## config.mk

```make
export PLATFORM = sky130hd
export DESIGN_NAME = mult_hilo_unit_flat
export DESIGN_NICKNAME = d
export VERILOG_FILES = /design/src/rtl/mips_pkg.sv /design/src/rtl/mult_hilo_unit_if.sv /design/src/rtl/mult_shift_add_dp.sv /design/src/rtl/mult_hilo_unit.sv /design/src/flat_wrapper.sv
export SDC_FILE = /design/constraint.sdc
export NUM_CORES = 1
export LEC_CHECK = 0
export CAP_MARGIN = 20
export CORE_MARGIN = 1.5
export CORE_UTILIZATION = 50
export DETAILED_ROUTE_END_ITERATION = 16
export GPL_ROUTABILITY_DRIVEN = 1
export PLACE_DENSITY = 0.8
export SLEW_MARGIN = 20
export SYNTH_ARGS = -nofsm -noshare
export SYNTH_HDL_FRONTEND = slang
export SYNTH_SLANG_ARGS = --single-unit
```

## constraint.sdc

```tcl
create_clock -name clock -period 4.3 [get_ports clock]
set_input_delay 1.075 -clock clock [delete_from_list [all_inputs] [get_ports clock]]
set_output_delay 1.075 -clock clock [all_outputs]
set_load 0.005 [all_outputs]
```

## src/rtl/mips_pkg.sv

```systemverilog
// rtl/mips_pkg.sv - shared MIPS constants: operand width, multiplier FSM states, function codes
package mips_pkg;

    localparam int DATA_WIDTH_DEF = 32;

    typedef enum logic [1:0] {
        ST_IDLE   = 2'd0,
        ST_CALC   = 2'd1,
        ST_FINISH = 2'd2
    } mult_state_e;

    localparam logic [5:0] FUNCT_MFHI  = 6'b010000;
    localparam logic [5:0] FUNCT_MFLO  = 6'b010010;
    localparam logic [5:0] FUNCT_MULT  = 6'b011000;
    localparam logic [5:0] FUNCT_MULTU = 6'b011001;
    localparam logic [5:0] FUNCT_ADD   = 6'b100000;
    localparam logic [5:0] FUNCT_ADDU  = 6'b100001;
    localparam logic [5:0] FUNCT_SUB   = 6'b100010;
    localparam logic [5:0] FUNCT_SUBU  = 6'b100011;
    localparam logic [5:0] FUNCT_AND   = 6'b100100;
    localparam logic [5:0] FUNCT_OR    = 6'b100101;
    localparam logic [5:0] FUNCT_XOR   = 6'b100110;
    localparam logic [5:0] FUNCT_NOR   = 6'b100111;
    localparam logic [5:0] FUNCT_SLT   = 6'b101010;

    // Decode uses this to raise hi_lo_write_enable at the ID/EX boundary.
    function automatic logic is_mult_funct(input logic [5:0] funct);
        return (funct == FUNCT_MULT) || (funct == FUNCT_MULTU);
    endfunction

endpackage

```

## src/rtl/mult_hilo_unit_if.sv

```systemverilog
// rtl/mult_hilo_unit_if.sv - execute-stage view of the HI/LO multiplier
interface mult_hilo_unit_if
    import mips_pkg::*;
#(
    parameter int DATA_WIDTH = DATA_WIDTH_DEF
);
    logic                  start;
    logic                  flush;
    logic [DATA_WIDTH-1:0] src_a;
    logic [DATA_WIDTH-1:0] src_b;
    logic                  stall_req;
    logic                  busy;
    logic                  done;
    logic [DATA_WIDTH-1:0] hi;
    logic [DATA_WIDTH-1:0] lo;

    modport master (
        output start, flush, src_a, src_b,
        input  stall_req, busy, done, hi, lo
    );

    modport slave (
        input  start, flush, src_a, src_b,
        output stall_req, busy, done, hi, lo
    );
endinterface

```

## src/rtl/mult_shift_add_dp.sv

```systemverilog
// rtl/mult_shift_add_dp.sv - radix-2 shift-add datapath; MULT_SIGNED_EN selects signed operands
module mult_shift_add_dp
    import mips_pkg::*;
#(
    parameter int DATA_WIDTH = DATA_WIDTH_DEF
) (
    input  logic                    clock,
    input  logic                    reset_n,
    input  logic                    load_i,
    input  logic                    step_i,
    input  logic [DATA_WIDTH-1:0]   src_a_i,
    input  logic [DATA_WIDTH-1:0]   src_b_i,
    output logic [2*DATA_WIDTH-1:0] product_o
);
    logic [2*DATA_WIDTH-1:0] acc_q, acc_d;
    logic [DATA_WIDTH-1:0]   mcand_q, mcand_d;
    logic [DATA_WIDTH-1:0]   mplier_q, mplier_d;
    logic [DATA_WIDTH:0]     sum;
    logic [DATA_WIDTH-1:0]   mag_a, mag_b;

`ifdef MULT_SIGNED_EN
    logic neg_q, neg_d;

    // The most negative value maps onto itself, which is its correct unsigned magnitude.
    assign mag_a     = src_a_i[DATA_WIDTH-1] ? -src_a_i : src_a_i;
    assign mag_b     = src_b_i[DATA_WIDTH-1] ? -src_b_i : src_b_i;
    assign product_o = neg_q ? -acc_q : acc_q;
`else
    assign mag_a     = src_a_i;
    assign mag_b     = src_b_i;
    assign product_o = acc_q;
`endif

    always_comb begin
        sum      = {1'b0, acc_q[2*DATA_WIDTH-1:DATA_WIDTH]}
                 + {1'b0, (mplier_q[0] ? mcand_q : {DATA_WIDTH{1'b0}})};
        acc_d    = acc_q;
        mcand_d  = mcand_q;
        mplier_d = mplier_q;
`ifdef MULT_SIGNED_EN
        neg_d    = neg_q;
`endif
        if (load_i) begin
            acc_d    = '0;
            mcand_d  = mag_a;
            mplier_d = mag_b;
`ifdef MULT_SIGNED_EN
            neg_d    = src_a_i[DATA_WIDTH-1] ^ src_b_i[DATA_WIDTH-1];
`endif
        end else if (step_i) begin
            acc_d    = {sum, acc_q[DATA_WIDTH-1:1]};
            mplier_d = mplier_q >> 1;
        end
    end

    always_ff @(posedge clock or negedge reset_n) begin
        if (!reset_n) begin
            acc_q    <= '0;
            mcand_q  <= '0;
            mplier_q <= '0;
`ifdef MULT_SIGNED_EN
            neg_q    <= 1'b0;
`endif
        end else begin
            acc_q    <= acc_d;
            mcand_q  <= mcand_d;
            mplier_q <= mplier_d;
`ifdef MULT_SIGNED_EN
            neg_q    <= neg_d;
`endif
        end
    end
endmodule

```

## src/rtl/mult_hilo_unit.sv

```systemverilog
// rtl/mult_hilo_unit.sv - iterative multiplier FSM, pipeline stall and HI/LO registers (MULT_SIGNED_EN for mult)
module mult_hilo_unit
    import mips_pkg::*;
#(
    parameter int DATA_WIDTH = DATA_WIDTH_DEF
) (
    input  logic             clock,
    input  logic             reset_n,
    mult_hilo_unit_if.slave  bus
);
    localparam int CNT_W = (DATA_WIDTH > 1) ? $clog2(DATA_WIDTH) : 1;
    localparam logic [CNT_W-1:0] CNT_LAST = CNT_W'(DATA_WIDTH - 1);

    mult_state_e             state_q, state_d;
    logic [CNT_W-1:0]        cnt_q, cnt_d;
    logic [DATA_WIDTH-1:0]   hi_q, hi_d;
    logic [DATA_WIDTH-1:0]   lo_q, lo_d;
    logic                    done_q, done_d;
    logic                    load, step, accept;
    logic [2*DATA_WIDTH-1:0] product;

    assign accept = bus.start & ~bus.flush;

    mult_shift_add_dp #(.DATA_WIDTH(DATA_WIDTH)) u_dp (
        .clock     (clock),
        .reset_n   (reset_n),
        .load_i    (load),
        .step_i    (step),
        .src_a_i   (bus.src_a),
        .src_b_i   (bus.src_b),
        .product_o (product)
    );

    always_comb begin
        state_d = state_q;
        cnt_d   = cnt_q;
        hi_d    = hi_q;
        lo_d    = lo_q;
        done_d  = 1'b0;
        load    = 1'b0;
        step    = 1'b0;
        case (state_q)
            ST_IDLE: begin
                if (accept) begin
                    load    = 1'b1;
                    cnt_d   = '0;
                    state_d = ST_CALC;
                end
            end
            ST_CALC: begin
                if (bus.flush) begin
                    state_d = ST_IDLE;
                end else begin
                    step  = 1'b1;
                    cnt_d = (cnt_q == CNT_LAST) ? '0 : cnt_q + CNT_W'(1);
                    if (cnt_q == CNT_LAST) state_d = ST_FINISH;
                end
            end
            ST_FINISH: begin
                // A flushed product never reaches HI/LO, so mfhi/mflo see only whole results.
                state_d = ST_IDLE;
                if (!bus.flush) begin
                    hi_d   = product[2*DATA_WIDTH-1:DATA_WIDTH];
                    lo_d   = product[DATA_WIDTH-1:0];
                    done_d = 1'b1;
                end
            end
            default: state_d = ST_IDLE;
        endcase
    end

    always_ff @(posedge clock or negedge reset_n) begin
        if (!reset_n) begin
            state_q <= ST_IDLE;
            cnt_q   <= '0;
            hi_q    <= '0;
            lo_q    <= '0;
            done_q  <= 1'b0;
        end else begin
            state_q <= state_d;
            cnt_q   <= cnt_d;
            hi_q    <= hi_d;
            lo_q    <= lo_d;
            done_q  <= done_d;
        end
    end

    assign bus.stall_req = (state_q == ST_IDLE) ? accept : 1'b1;
    assign bus.busy      = (state_q != ST_IDLE);
    assign bus.done      = done_q;
    assign bus.hi        = hi_q;
    assign bus.lo        = lo_q;
endmodule

```

## src/flat_wrapper.sv

```systemverilog
// flat-port wrapper written by rule: the top's interface ports become plain ports
module mult_hilo_unit_flat import mips_pkg::*;
#(
    parameter int DATA_WIDTH = DATA_WIDTH_DEF
)
  (clock, reset_n, bus_start, bus_flush, bus_src_a, bus_src_b, bus_stall_req, bus_busy, bus_done, bus_hi, bus_lo);
  mult_hilo_unit_if #(.DATA_WIDTH(DATA_WIDTH)) bus_i ();
  input  logic clock;
  input  logic reset_n;
  input wire logic [$bits(bus_i.start)-1:0] bus_start;
  input wire logic [$bits(bus_i.flush)-1:0] bus_flush;
  input wire logic [$bits(bus_i.src_a)-1:0] bus_src_a;
  input wire logic [$bits(bus_i.src_b)-1:0] bus_src_b;
  output wire logic [$bits(bus_i.stall_req)-1:0] bus_stall_req;
  output wire logic [$bits(bus_i.busy)-1:0] bus_busy;
  output wire logic [$bits(bus_i.done)-1:0] bus_done;
  output wire logic [$bits(bus_i.hi)-1:0] bus_hi;
  output wire logic [$bits(bus_i.lo)-1:0] bus_lo;
  assign bus_i.start = bus_start;
  assign bus_i.flush = bus_flush;
  assign bus_i.src_a = bus_src_a;
  assign bus_i.src_b = bus_src_b;
  assign bus_stall_req = bus_i.stall_req;
  assign bus_busy = bus_i.busy;
  assign bus_done = bus_i.done;
  assign bus_hi = bus_i.hi;
  assign bus_lo = bus_i.lo;
  mult_hilo_unit #(.DATA_WIDTH(DATA_WIDTH)) u_core (.clock(clock), .reset_n(reset_n), .bus(bus_i));
endmodule
```

; Yosys cells after proc, flatten, opt, wreduce, memory -nomap -nowiden
; Index checks and enable logic that the tools add are counted.
[word_totals]
regBits = 200
in_bits = 68
out_inout_bits = 67
elab_cells = 44
[classes]
addsub = 2
n_eq_ne = 6
n_mux = 19
bitwise = 2
n_reduce_logical = 7
[op_table]
columns = op, count
row1 = $mux W64, 2
row2 = $mux W32, 3
row3 = $add A32 B32 Y33, 1
row4 = $mux W5, 3
row5 = $pmux W5 S2, 1
row6 = $mux W1, 6
row7 = $mux W2, 3
row8 = $reduce_bool A2 Y1, 3
row9 = $add A5 B1 Y5 const B, 1
row10 = $eq A5 B5 Y1 const B, 1
row11 = $pmux W2 S2, 1
row12 = $reduce_and A2 Y1, 2
row13 = $ne A3 B2 Y1 const B, 1
row14 = $reduce_and A3 Y1, 1
row15 = $eq A2 B1 Y1 const B, 1
row16 = $eq A2 B2 Y1 const B, 1
row17 = $logic_not A2 Y1, 1
row18 = $ne A2 B1 Y1 const B, 1
row19 = $ne A2 B2 Y1 const B, 1
row20 = $and A1 B1 Y1, 1
row21 = $not A1 Y1, 1

; Depth between registers and ports, before layout
; Gate-level depths: netlist (run 1).
[depth]
word_depth = 5
ltp_mapped = 12
ltp_nobuf = 12

; By module
; From an unflattened synthesis (run 1), not the netlist that was laid out.
[hier_totals]
cells_unflattened = 898
area_unflattened_um2 = 10039.6
[modules_own_cells]
columns = mod, instances, cells_per_inst, area_per_inst_um2, seq_area_each_um2
row1 = mult_shift_add_dp, 1, 725, 7225.7, 3203.1
row2 = mult_hilo_unit, 1, 173, 2813.9, 1801.7

; Worst setup path after synthesis (run 1)
; Ideal clock, no wire load.
[synth_path]
kind = register -> register
startpoint = register u_core.u_dp.mplier_q[0]
endpoint = register u_core.u_dp.acc_q[61], in the netlist u_core.u_dp.product_o[61]
setup_ps = 131
arrival_time_ps = 2749
required_ps = 4169
slack_ps = 1420
path_stages_with_launch = 12
path_buffers = 1
period_less_slack_ps = 2880
path_cell_list = dfrtp_1 -> clkbuf_1 -> nand2_1 -> fa_1 -> and2b_1 -> o2111ai_2 -> a211oi_2 -> a211oi_4 -> a211oi_2 -> o21ai_1 -> and4_1 -> or3_1
[synth_via]
elab_chain_cells = 4
[synth_lines]
columns = element, line_no
row1 = start: declaration, mult_shift_add_dp.sv:17  ; logic [DATA_WIDTH-1:0] mplier_q, mplier_d;
row2 = start signal: assignment, mult_shift_add_dp.sv:67  ; mplier_q <= mplier_d;
row3 = $mux W32, mult_shift_add_dp.sv:36  ; + {1'b0, (mplier_q[0] ? mcand_q : {DATA_WIDTH{1'b0}})};
row4 = $add A32 B32 Y33, mult_shift_add_dp.sv:36
row5 = $mux W64, mult_shift_add_dp.sv:50  ; end else if (step_i) begin
row6 = $mux W64, mult_shift_add_dp.sv:43  ; if (load_i) begin
row7 = end signal: assignment, mult_shift_add_dp.sv:58  ; acc_q <= '0;
row8 = end signal: assignment, mult_shift_add_dp.sv:65  ; acc_q <= acc_d;
row9 = end: declaration, mult_shift_add_dp.sv:15  ; logic [2*DATA_WIDTH-1:0] acc_q, acc_d;
; Every way passes these cells. The select of a mux whose other input is x is not followed.
; A chain may end at the register's enable or synchronous reset.

; Worst setup path after layout (run 1)
[layout_path]
startpoint = input port bus_flush
endpoint = output port bus_stall_req
[layout_via]
elab_chain_cells = 3
[layout_lines]
columns = element, line_no
row1 = start: declaration, flat_wrapper.sv:11  ; input wire logic [$bits(bus_i.flush)-1:0] bus_flush;
row2 = $not A1 Y1 (no source line), -
row3 = $and A1 B1 Y1, mult_hilo_unit.sv:22  ; assign accept = bus.start & ~bus.flush;
row4 = $mux W1, mult_hilo_unit.sv:88  ; assign bus.stall_req = (state_q == ST_IDLE) ? accept : 1'b1;
row5 = end: declaration, flat_wrapper.sv:14  ; output wire logic [$bits(bus_i.stall_req)-1:0] bus_stall_req;
; Every way passes these cells.

==> key figures, run 1 <==
Run status
  – Status: complete, no violations

Detailed routing
  – Wirelength per Cell: 16.7 um
  – 1st-iter DRT viols: 339
  – Routed wire length: 20.4 mm
  – Via density: 5.61
  – Vias: 6877
  – Final ANT Viol Nets: 0
  – DRT Pass-1 Iters: 5
  – DRC: 0

Yosys
  – Synth Cell Area: 0.00958 mm^2
  – Netlist cell types: 52
  – Ys async rst share: 100%
  – Synth Flop Type: dfrtp_1
  – Yosys top cell by area: dfrtp_1
  – Yosys warnings: 0
  – Syn_area_per_cell: 11.1 um^2
  – Syn_nets: 965
  – Sequential element share of the synthesized area: 52.3%
  – Synthesized netlist cell count: 862
  – EDFF count, synth: 0
  – Post-synth top area share: 52.3%
  – Top cells by area, synth: dfrtp_1 52%, mux2_2 11%, nand2_1 4.5%
  – Register bit total from synthesis: 200

Critical path
  – R2R Setup Slk: 840 ps
  – R2R Path End: u_core.u_dp.product_o[61]
  – Critical Path Fanout Max: 6
  – Critical path endpoint category: output pin
  – CP Class: in2out
  – Critical Path Source Type: input pin
  – Required time worst endpoint: 3220 ps
  – R2R Path Start: u_core.u_dp.mplier_q[0]
  – Worst Path Arrival: 2470 ps
  – R2R depth: 12

Floorplan
  – Die width: 141 um
  – Row count: 50
  – Num ports: 135
  – Core Region: 0.0188 mm^2
  – Die height: 141 um
  – Die area: 0.0200 mm^2
  – Initial core utilization: 51.0%

Clocking
  – Clock transition at the registers of the reported paths: 60 ps
  – Htree depth: 4
  – CTS Buf Count: 17
  – CTS Sinks: 200
  – Root buffer cell: clkbuf_16
  – Post-CTS Hold Buffers: 0
  – Clk Latency, worst-skew pair: 430 ps
  – Post_cts resized: 0
  – Bufs on Longest Clock Path: 2
  – Postcts setup bufs: 0
  – CTS tree: built

Job
  – Max-Cap Viols: 0

Timing
  – Clk_skew: 8.49 ps
  – Final hold viol count: 0
  – # setup viols final: 0
  – Shortest period the worst path allows: 3540 ps
  – Relative slew slack: 39.2%
  – Period utilization: 82.4%
  – Slew Limit Fails: 0
  – Unrepaired setup endpoints after global routing: false
  – Setup_tns: 0 ps
  – Slew at the pin with the worst max-slew slack: 912 ps
  – Worst hold slack: 497 ps
  – Max Clk Rate: 282 MHz

Layout
  – Layout cell share with drive strength beyond 1: 14.8%
  – Antenna cells: 0
  – Final net count: 1083
  – Layout area overhead: 22.7%

GRT
  – Largest net degree at the start of global routing: 97
  – Global-route usage over all layers: 21.6%
  – First-pass GRT wire length: 34.6 mm
  – Initial antenna violation count: 0
  – Total gr overflow: 0
  – Vias in the first global route: 6970

Min path
  – Hold crit path type: reg2reg
  – Worst hold endpoint: u_core.cnt_q[3]
  – Hold path depth: 1
  – Hold wc startpoint: u_core.cnt_q[3]

Placed design
  – Port Buf Inserts: 134
  – GP Congestion: 0.862
  – Post-DP HPWL: 13.7 mm

Pwr
  – Maximum vdd drop: 0.000280 V
  – P per Cell Area: 433 mW/mm^2
  – Leakage: 5.46 nW
cell families (layout without fill, tap and decap cells):
| group | Yosys count | in the layout | synth area share, % |
|---|---|---|---|
| AND/OR/NAND/NOR | 212 | 212 | 10.3 |
| AO/OA/AOI/OAI | 202 | 202 | 13.6 |
| flip-flops | 200 | 200 | 52.3 |
| multiplexers | 129 | 129 | 14.7 |
| buffers and inverters | 61 | 190 | 2.39 |
| adder cells (fa/ha/maj) | 35 | 35 | 4.65 |
| XOR/XNOR | 23 | 23 | 2.10 |
sequential cells by signal (all words and copies together), names as in the netlist:
register,flops
u_core.u_dp.mcand_q,32
u_core.state_q,2
u_core.u_dp.mplier_q,32
u_core.cnt_q,5
u_core.bus.done,1
u_core.u_dp.product_o,64
u_core.bus.hi,32
u_core.bus.lo,32
power breakdown:
part	switching [mW]	internal, mW	leakage (nW)
Clock	0.702	0.873	0.282
Combinational	0.671	0.534	2.53
Sequential	0.184	2.12	2.65
how the worst max path moves through the flow:
stage / start / end / slack (ps)
final: bus_flush / bus_stall_req / 760
after global routing: u_core.u_dp.mplier_q[0] / u_core.u_dp.product_o[61] / 630
after CTS: bus_flush / bus_stall_req / 750
after detailed placement: bus_flush / bus_stall_req / 750
after global placement: bus_flush / bus_stall_req / 780
after floorplan: u_core.u_dp.mplier_q[0] / u_core.u_dp.product_o[61] / 1420
placed cells by master, fill, tap and decap left out, types with 5 or more instances in the layout:
cell,instances
dfrtp_1,200
clkdlybuf4s50_1,133
nand2_1,115
mux2_2,96
o21ai_0,71
a21oi_1,48
and2_1,34
ha_1,34
mux2i_1,33
a22o_1,22
clkbuf_16,17
inv_1,15
nor2_1,14
a21o_1,12
xnor2_1,12
xor2_1,11
nand3_1,10
buf_4,9
and3_1,7
nand2b_1,7
o21a_1,5
o211ai_1,5
a211oi_1,5
through the flow:
stage	worst slack, ps	area (um^2)	instances	power [mW]	utilization (%)
after floorplan	1420	9580	862	3.16	-
after global placement	778	11200	1195	3.49	59.6
after detailed placement	754	11200	1195	3.53	59.6
after CTS	753	11800	1225	5.12	62.6
after global routing	630	11800	1225	5.39	62.6
final	756	11800	1225	5.09	62.6
final cells by class:
cell class / instances / area, um^2
fillers: 1499 / 7010
inverters: 15 / 56.3
repair buffers: 145 / 1450
clock buffers: 20 / 447
well taps: 234 / 293
multi-input cells: 601 / 4380
flip-flops and latches: 200 / 5000
clock inverters: 10 / 121
per-layer routing:
metal / part of all wire (%) / vias up / global-route usage (%)
met5: 0 / - / 0
met4: 1.9 / 0 / 6.46
met3: 5.1 / 29 / 5.60
met2: 48 / 171 / 35.5
met1: 45 / 3381 / 28.2
li1: - / 3296 / -
critical path, cell delays in order:
cell,delay (ps)
clkdlybuf4s50_1,530
nand2b_1,270
nand2_1,90
clkdlybuf4s50_1,500
synth_stat cells (all sizes together) (5+ instances only):
cell type    n
a211oi       8
a21o        12
a21oi       48
a22o        22
and2        35
and3         7
clkbuf      43
dfrtp      200
ha          34
inv         15
mux2        96
mux2i       33
nand2      115
nand2b       8
nand3       10
nor2        17
o211ai       5
o21a         5
o21ai       76
xnor2       12
xor2        11
(Power assumes the default switching activity.)
==> run 2: changes to the inputs <==
--- a/config.mk
+++ b/config.mk
@@ -10,7 +10,7 @@
 export CORE_UTILIZATION = 50
 export DETAILED_ROUTE_END_ITERATION = 16
 export GPL_ROUTABILITY_DRIVEN = 1
-export PLACE_DENSITY = 0.8
+export PLACE_DENSITY = 0.83
 export SLEW_MARGIN = 20
 export SYNTH_ARGS = -nofsm -noshare
 export SYNTH_HDL_FRONTEND = slang
==> constraint.sdc (replaced) <==
create_clock -name clock -period 3.1 [get_ports clock]
set_input_delay 0.775 -clock clock [delete_from_list [all_inputs] [get_ports clock]]
set_output_delay 0.775 -clock clock [all_outputs]
set_load 0.005 [all_outputs]
==> run 2 against run 1 <==
- global-route usage fell by 0.31 points
- routed wire length decreased by 0.42%
- clock power is 37% higher
- final area grew 1.9%
- count of clock-buffer cells in the layout is 2 lower
- flip-flop and latch count is the same
- critical path depth rose by 8
- via count increased by 0.84%
- setup slack worse by 700 ps
- combinational power grew 46%
- largest power group unchanged
==> key figures, run 2 (synthesis results as in run 1) <==
GRT
  – Global-route usage over all layers: 21.3% (was 21.6%)
  – Initial antenna violation count: 0 (unchanged)
  – Total gr overflow: 0 (unchanged)
  – Vias in the first global route: 6854 (was 6970)
  – Largest net degree at the start of global routing: 64 (was 97)
  – First-pass GRT wire length: 34.0 mm (was 34.6 mm)

Layout
  – Post-route cell area: 0.0120 mm^2 (was 0.0118 mm^2)
  – Fill cells: 1479 (was 1499)
  – Multi-input logic area: 0.00443 mm^2 (was 0.00438 mm^2)
  – Layout area overhead: 25.0% (was 22.7%)
  – Layout cell share with drive strength beyond 1: 17.3% (was 14.8%)
  – Max reg flops: 64 (unchanged)
  – Most frequent cells in the layout: 200 x dfrtp_1, 133 x clkdlybuf4s50_1, 114 x nand2_1 (was 200 x dfrtp_1, 133 x clkdlybuf4s50_1, 115 x nand2_1)
  – Commonest non-fill, non-tap cell in the layout: dfrtp_1 (unchanged)
  – Final net count: 1097 (was 1083)
  – Seq. cell area: 0.00500 mm^2 (unchanged)
  – Fin util: 63.8% (was 62.6%)
  – Finished Layout Cells: 1241 (was 1225)
  – Antenna cells: 0 (unchanged)

Critical path
  – Critical Path Source Type: flip-flop (was input pin)
  – CP Class: reg2reg (was in2out)
  – Critical path's top delay family: compound AO/OA/AOI/OAI gates (was buffers and inverters)
  – Critical path endpoint category: flip-flop (was output pin)
  – Crit path largest cell delay: 380 ps (was 530 ps)
  – Critical Path Fanout Max: 32 (was 6)
  – Worst path bufs/invs: 2 (unchanged)
  – Worst Path Arrival: 3360 ps (was 2470 ps)
  – Crit path cell chain: buf_4 > buf_12 > and2_1 > ha_1 > and2b_2 > o2111ai_4 > a211oi_4 > a211oi_4 > a211oi_2 > o21ai_1 > and4_1 > or3_1 (was clkdlybuf4s50_1 > nand2b_1 > nand2_1 > clkdlybuf4s50_1)
  – Slowest CP cell: dfrtp_1 (was clkdlybuf4s50_1)
  – Most frequent CP cell: a211oi_4 (was clkdlybuf4s50_1)
  – Required time worst endpoint: 3420 ps (was 3220 ps)

Timing
  – Unrepaired setup endpoints after global routing: true (was false)
  – Relative slew slack: 61.2% (was 39.2%)
  – Final hold viol count: 0 (unchanged)
  – Period utilization: 98.1%
  – Setup_tns: 0 ps (unchanged)
  – Shortest period the worst path allows: 3040 ps
  – Clk_skew: 6.69 ps (was 8.49 ps)
  – # setup viols final: 0 (unchanged)
  – Slew at the pin with the worst max-slew slack: 582 ps (was 912 ps)
  – Slew Limit Fails: 0 (unchanged)
  – Worst hold slack: 315 ps (was 497 ps)
  – Max Clk Rate: 329 MHz

Floorplan
  – Initial core utilization: 51.0% (unchanged)
  – Row count: 50 (unchanged)
  – Die area: 0.0200 mm^2 (unchanged)
  – Core Region: 0.0188 mm^2 (unchanged)
  – Num ports: 135 (unchanged)
  – Die width: 141 um (unchanged)
  – Die height: 141 um (unchanged)

Placed design
  – Placed cell count: 1204 (was 1195)
  – Post-DP HPWL: 14.1 mm (was 13.7 mm)
  – GP Congestion: 0.891 (was 0.862)
  – Port Buf Inserts: 134 (unchanged)
  – Area after DPL: 0.0113 mm^2 (was 0.0112 mm^2)

Pwr
  – Leakage: 5.53 nW (was 5.46 nW)
  – Maximum vdd drop: 0.000475 V (was 0.000280 V)
  – P per Cell Area: 596 mW/mm^2 (was 433 mW/mm^2)

Clocking
  – Clock transition at the registers of the reported paths: 70 ps (was 60 ps)
  – Htree depth: 4 (unchanged)
  – Bufs on Longest Clock Path: 2 (unchanged)
  – Clk Latency, worst-skew pair: 430 ps (about the same)
  – CTS Buf Count: 17 (unchanged)
  – Post-CTS Hold Buffers: 0 (unchanged)
  – CTS tree: built (unchanged)
  – Root buffer cell: clkbuf_16 (unchanged)
  – CTS Sinks: 200 (unchanged)

Detailed routing
  – Vias: 6935 (was 6877)
  – 1st-iter DRT viols: 426 (was 339)
  – DRT Pass-1 Iters: 7 (was 5)
  – Routed wire length: 20.3 mm (was 20.4 mm)
  – Final ANT Viol Nets: 0 (unchanged)
  – DRC: 0 (unchanged)
  – Wirelength per Cell: 16.4 um (was 16.7 um)
  – Via density: 5.59 (was 5.61)

Min path
  – Hold crit path type: in2async (was reg2reg)

Job
  – Max-Cap Viols: 0 (unchanged)

Run status
  – Status: complete, no violations (unchanged)
[run 2: changes by cell type in the layout (fill, tap and decap cells not counted), sizes merged]
cell,change
clkinv,-1
clkbuf,-2
clkinvlp,+3
inv,+3
buf,+14
bufinv,-1
[run 2: where the power goes]
part           switching, mW  internal [mW]
clock network           1.02           1.15
logic                  0.969          0.806
registers              0.249           2.94
total                   2.24           4.90
[run 2: layout make-up]
| class | count | area share [%] |
|---|---|---|
| Multi-Input combinational cell | 601 | 37.0 |
| Timing Repair Buffer | 159 | 13.4 |
| Clock inverter | 14 | 1.15 |
| Sequential cell | 200 | 41.8 |
| Tap cell | 234 | 2.45 |
| Clock buffer | 18 | 3.67 |
| Inverter | 15 | 0.470 |
[run 2: worst paths after layout]
path	start	to	slack [ps]	cells past startpoint
worst min register to register	u_core.cnt_q[3]	u_core.cnt_q[3]	480	1
worst min-delay path	reset_n	u_core.u_dp.mcand_q[20]	310	1
worst max-delay path	u_core.u_dp.mplier_q[0]	u_core.u_dp.product_o[61]	60	12
min in group clock	u_core.cnt_q[3]	u_core.cnt_q[3]	480	1
max in group asynchronous	reset_n	u_core.u_dp.mcand_q[3]	2070	2
worst max register to register	u_core.u_dp.mplier_q[0]	u_core.u_dp.product_o[61]	60	12
[run 2: what timing repair did]
action / 4_1_cts / 5_1_grt
endpoints found under the setup margin: 1 / 5
gates resized for setup: 1 / 14
pin swaps: 0 / 10
setup buffers: 0 / 5
[run 2: routing by layer]
metal | GRT usage (%) | routed length (um) | up-vias
li1 | - | - | 3327
met1 | 27.4 | 8990 | 3397
met2 | 35.3 | 9850 | 175
met3 | 5.13 | 1120 | 36
met4 | 7.16 | 384 | 0
met5 | 0 | 0 | -
[run 2: metrics by stage]
step	total power [mW]	setup slack [ps]
6_report	7.14	57.6
5_1_grt	7.55	-101
4_1_cts	7.14	22.6
3_5_place_dp	4.95	2.79
3_3_place_gp	4.89	83.8
2_1_floorplan	4.38	220
[run 2: worst reg2reg max path, cell delays in order (launching register included)]
cell	delay, ps
dfrtp_1	380
buf_4	140
buf_12	160
and2_1	150
ha_1	340
and2b_2	190
o2111ai_4	150
a211oi_4	330
a211oi_4	130
a211oi_2	310
o21ai_1	130
and4_1	220
or3_1	300
==> run 3: changes to the inputs <==
--- a/config.mk
+++ b/config.mk
@@ -8,9 +8,11 @@
 export CAP_MARGIN = 20
 export CORE_MARGIN = 1.5
 export CORE_UTILIZATION = 50
+export CTS_CLUSTER_SIZE = 14
 export DETAILED_ROUTE_END_ITERATION = 16
 export GPL_ROUTABILITY_DRIVEN = 1
 export PLACE_DENSITY = 0.83
+export SKIP_LAST_GASP = 1
 export SLEW_MARGIN = 20
 export SYNTH_ARGS = -nofsm -noshare
 export SYNTH_HDL_FRONTEND = slang
==> run 3 against run 2 <==
- flip-flop and latch count did not move
- core utilization barely moved
- hold slack barely moved
- sequential share of layout area barely moved
- highest routed layer unchanged
==> key figures, run 3 (synthesis results as in run 1) <==
Clocking
  – Bufs on Longest Clock Path: 2 (unchanged)
  – CTS Sinks: 200 (unchanged)
  – CTS tree: built (unchanged)
  – CTS Buf Count: 17 (unchanged)
  – Clk Latency, worst-skew pair: 430 ps (about the same)
  – Htree depth: 4 (unchanged)
  – Clock transition at the registers of the reported paths: 70 ps (about the same)
  – Root buffer cell: clkbuf_16 (unchanged)

Critical path
  – R2R Setup Slk: 50 ps (was 60 ps)
  – Critical Path Fanout Max: 32 (unchanged)
  – Worst Path Arrival: 3360 ps (about the same)
  – Required time worst endpoint: 3420 ps (about the same)
  – Critical path endpoint category: flip-flop (unchanged)
  – Critical Path Source Type: flip-flop (unchanged)
  – CP Class: reg2reg (unchanged)

Layout
  – Finished Layout Cells: 1241 (unchanged)
  – Fin util: 63.8% (about the same)
  – Layout cell share with drive strength beyond 1: 17.2% (was 17.3%)
  – Final net count: 1097 (unchanged)
  – Commonest non-fill, non-tap cell in the layout: dfrtp_1 (unchanged)
  – Max reg flops: 64 (unchanged)
  – Most frequent cells in the layout: 200 x dfrtp_1, 133 x clkdlybuf4s50_1, 114 x nand2_1 (unchanged)
  – Antenna cells: 0 (unchanged)
  – Layout area overhead: 25.0% (about the same)

Floorplan
  – Num ports: 135 (unchanged)
  – Core Region: 0.0188 mm^2 (unchanged)
  – Die height: 141 um (unchanged)
  – Die area: 0.0200 mm^2 (unchanged)
  – Die width: 141 um (unchanged)
  – Row count: 50 (unchanged)
  – Initial core utilization: 51.0% (unchanged)

GRT
  – Met2 Use GR: 35.3% (unchanged)
  – M1 GR Usage: 27.4% (unchanged)
  – Most Used Layer, Global Route: met2 (unchanged)
  – Initial antenna violation count: 0 (unchanged)
  – First-pass GRT wire length: 34.0 mm (unchanged)
  – Total gr overflow: 0 (unchanged)
  – Global-route usage over all layers: 21.3% (unchanged)
  – Largest net degree at the start of global routing: 64 (unchanged)
  – Vias in the first global route: 6854 (unchanged)
  – Met3 Usage GRT: 5.13% (unchanged)

Timing
  – Slew Limit Fails: 0 (unchanged)
  – Unrepaired setup endpoints after global routing: true (unchanged)
  – Period utilization: 98.3% (was 98.1%)
  – Relative slew slack: 61.1% (was 61.2%)
  – Slew at the pin with the worst max-slew slack: 583 ps (was 582 ps)
  – Setup_tns: 0 ps (unchanged)
  – Slack of the critical path: 53.7 ps (was 57.6 ps)
  – # setup viols final: 0 (unchanged)
  – Final hold viol count: 0 (unchanged)
  – Max Clk Rate: 328 MHz (was 329 MHz)
  – Clk_skew: 6.69 ps (about the same)
  – Shortest period the worst path allows: 3050 ps (was 3040 ps)

Placed design
  – Post-DP HPWL: 14.1 mm (unchanged)
  – GP Congestion: 0.891 (unchanged)
  – Placed cell count: 1204 (unchanged)
  – Pre-CTS setup slack: 2.79 ps (unchanged)
  – Port Buf Inserts: 134 (unchanged)

Pwr
  – Design Power: 7.13 mW (was 7.14 mW)
  – Leakage: 5.53 nW (about the same)
  – Maximum vdd drop: 0.000473 V (was 0.000475 V)
  – P per Cell Area: 596 mW/mm^2 (about the same)

Detailed routing
  – DRC: 0 (unchanged)
  – DRT Pass-1 Iters: 7 (unchanged)
  – Final ANT Viol Nets: 0 (unchanged)
  – Via density: 5.60 (was 5.59)
  – Vias: 6946 (was 6935)
  – 1st-iter DRT viols: 381 (was 426)
  – Routed wire length: 20.3 mm (about the same)
  – Wirelength per Cell: 16.3 um (was 16.4 um)

Job
  – Max-Cap Viols: 0 (unchanged)

Run status
  – Status: complete, no violations (unchanged)

Min path
  – Hold crit path type: in2async (unchanged)
## run 3: power by group
group          total (mW)  internal (mW)  switching, mW
logic                1.77          0.803          0.968
registers            3.19           2.94          0.250
clock network        2.17           1.15           1.02
## run 3: path summary, 6_finish.rpt
kind                                         start                        end  cells after the start
setup / recovery           u_core.u_dp.mplier_q[0]  u_core.u_dp.product_o[61]                     12
hold / removal                             reset_n    u_core.u_dp.mcand_q[20]                      1
setup reg to reg           u_core.u_dp.mplier_q[0]  u_core.u_dp.product_o[61]                     12
hold reg to reg                    u_core.cnt_q[3]            u_core.cnt_q[3]                      1
max in group asynchronous                  reset_n     u_core.u_dp.mcand_q[1]                      2
min in group clock                 u_core.cnt_q[3]            u_core.cnt_q[3]                      1
## run 3: area by class of cell
type	instances	area, um^2
timing repair buffer	159	1610
sequential	200	5000
multi-input combinational	601	4430
inverter	15	56.3
fill	1477	6800
clock buffer	18	439
tap	234	293
clock inverter	14	138
## run 3: per-stage QoR
stage / instance area (um^2) / hold WS [ps]
finish: 12000 / 315
detailed placement: 11300 / 463
floorplan: 9580 / 438
global placement: 11300 / 466
CTS: 11900 / 330
global route: 12000 / 342
## run 3: worst max-delay path: stages, from the launching register on
cell and delay (ps):
dfrtp_1 380, buf_4 140, buf_12 150, and2_1 140, ha_1 340, and2b_2 190
o2111ai_4 150, a211oi_4 340, a211oi_4 130, a211oi_2 310, o21ai_1 110, and4_1 200
or3_1 350
## run 3: what timing repair did
action	4_1_cts	5_1_grt
pin swaps	0	9
endpoints found under the setup margin	1	5
endpoints found under the hold margin	0	0
hold buffers	0	0
resized for setup	1	12
buffers inserted	0	5
## run 3: routing by layer
| metal | wire [um] | share of wire, % |
|---|---|---|
| met1 | 8900 | 44 |
| met4 | 377 | 1.9 |
| met3 | 1140 | 5.6 |
| met2 | 9860 | 49 |
| met5 | 0 | 0 |
